[config.mk]
export PLATFORM = sky130hd
export DESIGN_NAME = speaker_ctl
export DESIGN_NICKNAME = d
export VERILOG_FILES = /design/src/rtl/speaker_ctl.sv
export SDC_FILE = /design/constraint.sdc
export NUM_CORES = 1
export LEC_CHECK = 0
export CORE_ASPECT_RATIO = 0.6
export CORE_UTILIZATION = 55
export DETAILED_ROUTE_END_ITERATION = 10
export PLACE_DENSITY = 0.81
export SLEW_MARGIN = 20
export SYNTH_ARGS = -nofsm -noshare
export SYNTH_HDL_FRONTEND = slang
export SYNTH_SLANG_ARGS = --single-unit
[constraint.sdc]
create_clock -name clk -period 3 [get_ports clk]
set_clock_uncertainty 0.15 [all_clocks]
set_input_delay 0.45 -clock clk [delete_from_list [all_inputs] [get_ports clk]]
set_output_delay 0.45 -clock clk [all_outputs]
set_load 0.02 [all_outputs]
[src/rtl/speaker_ctl.sv]
// speaker_ctl: serializes latched 16-bit L/R PCM samples onto a DAC link (mclk, lrck, sck, sdin).
// Define SPK_I2S_DELAY_EN for Philips I2S (one-sck data delay); otherwise the output is left-justified.
module speaker_ctl #(
  parameter int SAMPLE_W = 16
) (
  input  logic                clk,
  input  logic                rst_n,
  input  logic [SAMPLE_W-1:0] audio_in_left,
  input  logic [SAMPLE_W-1:0] audio_in_right,
  input  logic                mute,
  output logic                audio_mclk,
  output logic                audio_lrck,
  output logic                audio_sck,
  output logic                audio_sdin,
  output logic                sample_req
);

  logic [8:0]            cnt;
  logic [2*SAMPLE_W-1:0] shreg;
  logic [2*SAMPLE_W-1:0] frame_word;
  logic                  lj_bit;
  logic                  req_q;
  logic                  frame_end;
  logic                  slot_end;

  assign frame_end  = (cnt == 9'd511);
  assign slot_end   = (cnt[3:0] == 4'hF);
  assign frame_word = mute ? '0 : {audio_in_left, audio_in_right};

  // All DAC clocks are taps of one free-running counter, so they are glitch-free.
  always_ff @(posedge clk or negedge rst_n) begin
    if (!rst_n) begin
      cnt   <= '0;
      req_q <= 1'b0;
    end else begin
      cnt   <= cnt + 9'd1;
      req_q <= frame_end;
    end
  end

  assign audio_mclk = cnt[1];
  assign audio_sck  = cnt[3];
  assign audio_lrck = cnt[8];
  assign sample_req = req_q;

  // The MSB goes straight to the output at the latch edge, so the register keeps only the remaining bits.
  always_ff @(posedge clk or negedge rst_n) begin
    if (!rst_n) begin
      shreg  <= '0;
      lj_bit <= 1'b0;
    end else if (frame_end) begin
      lj_bit <= frame_word[2*SAMPLE_W-1];
      shreg  <= {frame_word[2*SAMPLE_W-2:0], 1'b0};
    end else if (slot_end) begin
      lj_bit <= shreg[2*SAMPLE_W-1];
      shreg  <= {shreg[2*SAMPLE_W-2:0], 1'b0};
    end
  end

`ifdef SPK_I2S_DELAY_EN
  logic i2s_bit;

  // I2S lags the left-justified stream by one slot; lj_bit doubles as the trailing-bit holder.
  always_ff @(posedge clk or negedge rst_n) begin
    if (!rst_n) begin
      i2s_bit <= 1'b0;
    end else if (slot_end) begin
      i2s_bit <= lj_bit;
    end
  end

  assign audio_sdin = i2s_bit;
`else
  assign audio_sdin = lj_bit;
`endif

endmodule

## After elaboration in Yosys (flattened, before gate mapping)

Cells that the tools add are included.

- Add/subtract/negate cells: 1
- Eq/ne operators: 2
- Mux-type cells: 5
- Reduce and logical (&&, ||, !) cells: 1

Operator list:

| operator | count |
|---|---|
| $mux 32 | 3 |
| $add 9x1->9 const B | 1 |
| $eq 9x9->1 const B | 1 |
| $eq 4x4->1 const B | 1 |
| $mux 1 | 2 |
| $reduce_bool 2->1 | 1 |

- Flip-flop bits (word level): 43
- Word-level logic and storage cells: 13

## Logic depth before layout (Yosys ltp)

- Depth after elaboration: 3
- Depth in mapped cells: 8
- Gate-level depth less buffers: 7

## Least setup slack after synthesis

OpenSTA, ideal clock, no wires.

- Path kind: register to register
- From: register cnt[1]
- To: register shreg[20]
- Setup time: 0.118 ns
- Arrival time: 1.914 ns
- Required time: 2.732 ns
- Path slack: 0.818 ns
- Cell stages (with the launch flop): 9
- Buffers on the path: 1
- Clock period less this slack: 2.182 ns
- Cells stage by stage: dfrtp_1 -> ha_1 -> nand3_1 -> nor3_1 -> ha_1 -> clkbuf_1 -> nor2b_1 -> a21oi_1 -> o21ai_2

- Cells in the longest elaborated chain, start to end: 2

RTL lines:

| what | RTL line | RTL |
|---|---|---|
| from (decl) | 18 | `logic [8:0] cnt;` |
| from (signal assigned) | 36 | `cnt <= cnt + 9'd1;` |
| $eq 9x9->1 or $eq 4x4->1 (tied branches) | 26, 27 |  |
| $mux 32 or $reduce_bool 2->1 (tied branches) | -- |  |
| to (signal assigned) | 53 | `shreg <= {frame_word[2*SAMPLE_W-2:0], 1'b0};` |
| to (signal assigned) | 56 | `shreg <= {shreg[2*SAMPLE_W-2:0], 1'b0};` |
| to (decl) | 19 | `logic [2*SAMPLE_W-1:0] shreg;` |

Several ways; a longest one is shown, not always the timed one.
A chain may end at the register's enable or synchronous reset.

## Worst setup path in the final report

- From: register cnt[0]
- To: register shreg[4]

Same word-level chain as after synthesis.

==> qor.yml <==
wirelength_um: 3800
grt_pass1_wl_um: 6510
clockBufferDepth: 2
crit_type: "reg2reg"
ios: 40
instances_no_fill: 289
synth.top_cell.area_share: 0.528
p_per_area_nw_per_um2: 389
hold-worst-slack_ns: 0.143
crit_buf_inv: 2
synth_ff_type: "dfrtp_1"
pre_cts_ws_ns: 0.592
clock-sinks: 42
synth_area_um2: 1990
area_growth_pct: 23.3
path_max_fanout: 20
cp.required_ns: 3.06
cpLargestDelayFamily: "simple AND/OR/NAND/NOR gates"
track_usage: 0.222
period_share: 0.810
post_cts_resized: 0
fmax_ghz: 0.412
grt_start_max_net_pins: 43
yosysWarnings: 0
vias: 1496
critPathCaptureType: "register"
min_path_type: "in2async"
post-cts-setup-buffers: 0
crit_chain: "ha_1 -> nand3_1 -> nor3_1 -> ha_1 -> buf_4 -> and2b_1 -> buf_4 -> a21oi_1 -> o21ai_1"
start_util: 0.592
setup_ws_ns: 0.571
synth_cells: 204
synth.distinct_cells: 24
fin_nets: 282
yosysSeqAreaShare: 0.528
cpMaxStageDelayCell: "dfrtp_1"
vias_per_cell: 5.18
ant_nets: 0
gp_routability_congestion: 0.787
cts_tree: "built"
first_pass_iters: 6
rsz0062_at_grt: "false"
drv_slew: 0
coreArea_um2: 3360
dieHeight_um: 48.6
h-tree-depth: 2
grt_pass1_vias: 1483
ff2ff_setup_slack_ns: 0.57
final_util: 0.730
leakagePower_nw: 1.13
synthArstFlopShare: 1.00
synth_nets: 242
setup.worst_path.start_class: "register"
synth.area.top_cells: "dfrtp_1, nor2b_1, a21oi_1, o21ai_1, nand2_1"
detail_route.drc_violations: 0
clk_latency_ns: 0.28
finalSetupTns_ns: 0
outcome: "completed"
synth-seq-cells: 42
die_area_um2: 3870
setup_viol: 0
crit_path_max_incr_delay_ns: 0.40
yosys.area.top_type: "dfrtp_1"
dieWidth_um: 79.7
diodes: 0
synth_commonest_cells: "dfrtp_1, nand2_1, nor2b_1"
synth.avg_cell_area_um2: 9.76
synth_edf_count: 0
worst_pin_slew_ns: 0.902
max-cap-violations: 0
cts-root-buf: "clkbuf_8"
dp_cells: 282
numCtsBuffers: 5
period_needed_ns: 2.43
antenna_found_initial: 0
slew_headroom: 0.399
post-synth-top-count-cell: "dfrtp_1"
clk_pin_slew_worst_paths_ns: 0.07
hpwl_um: 2680
ir_drop_v: 0.000283
drive_gt1_frac: 0.0861
finalHoldViolCount: 0
fill_cells: 246
avgRoutedWirePerCell_um: 13.1
rows: 16
numPortBuffers: 39
cts_hold_buffers: 0
cp.arrival_ns: 2.49
dr.first_iter.drc_count: 120
overflow: 0
==> power by group <==
group	switching (mW)	internal [mW]	leakage (nW)	total [mW]
Sequential	0	0.566	0.421	0.566
Combinational	0.0183	0.0389	0.672	0.0572
Clock	0.171	0.160	0.0383	0.331
==> registers in the layout, indices dropped and copies added, names as in the netlist <==
| register | cells |
|---|---|
| sample_req | 1 |
| audio_sdin | 1 |
| shreg | 31 |
| cnt | 9 |
==> cell type report <==
type,instances,area (um2),area share
inverters,3,11.3,0.00458
multi-input cells,147,831,0.338
repair buffers,45,430,0.175
flip-flops and latches,42,1050,0.428
well taps,45,56.3,0.0229
clock buffers,7,76.3,0.0311
==> kinds of logic (layout without fill, tap and decap cells) <==
group	after synthesis	in the layout	synth area share
DFF	42	42	0.528
and+or+nand+nor	74	74	0.187
buffers and inverters	15	55	0.0553
muxes	1	1	0.00503
adders and majority gates	3	3	0.0188
AOI/OAI and AO/OA	63	63	0.180
xor gates and xnor gates	6	6	0.0264
==> cells in the final DEF (no fill, tap or decap), types with 5 or more instances in the layout <==
master | netlist | routed
o21ai_1 | 24 | 24
dfrtp_1 | 42 | 42
nand2_1 | 32 | 32
a21oi_1 | 30 | 30
o21ai_2 | 7 | 7
clkbuf_8 | 0 | 5
nor2b_1 | 31 | 31
buf_4 | 0 | 6
clkdlybuf4s50_1 | 0 | 38
==> path summary, 6_finish.rpt <==
| kind | from | end | cells after the start |
|---|---|---|---|
| setup / recovery | cnt[0] | shreg[4] | 9 |
| hold / removal | rst_n | shreg[21] | 1 |
| setup reg to reg | cnt[0] | shreg[4] | 9 |
| hold reg to reg | cnt[6] | cnt[6] | 1 |
| max in group asynchronous | rst_n | cnt[1] | 1 |
| min in group clk | cnt[6] | cnt[6] | 1 |
==> per-stage QoR <==
stage               cell area (um2)  power, mW
floorplan                      1990      0.578
global placement               2380      0.634
detailed placement             2380      0.635
CTS                            2460      0.967
global route                   2460      0.993
finish                         2460      0.955
==> routing by layer <==
metal  GRT usage  vias to the layer above  wire [um]
met5           0                        -          0
met4      0.0667                        0         24
met3      0.0585                        5        249
met2       0.339                       46       1630
met1       0.312                      689       1890
li1            -                      756          -
Power figures use the tool's default switching activity.
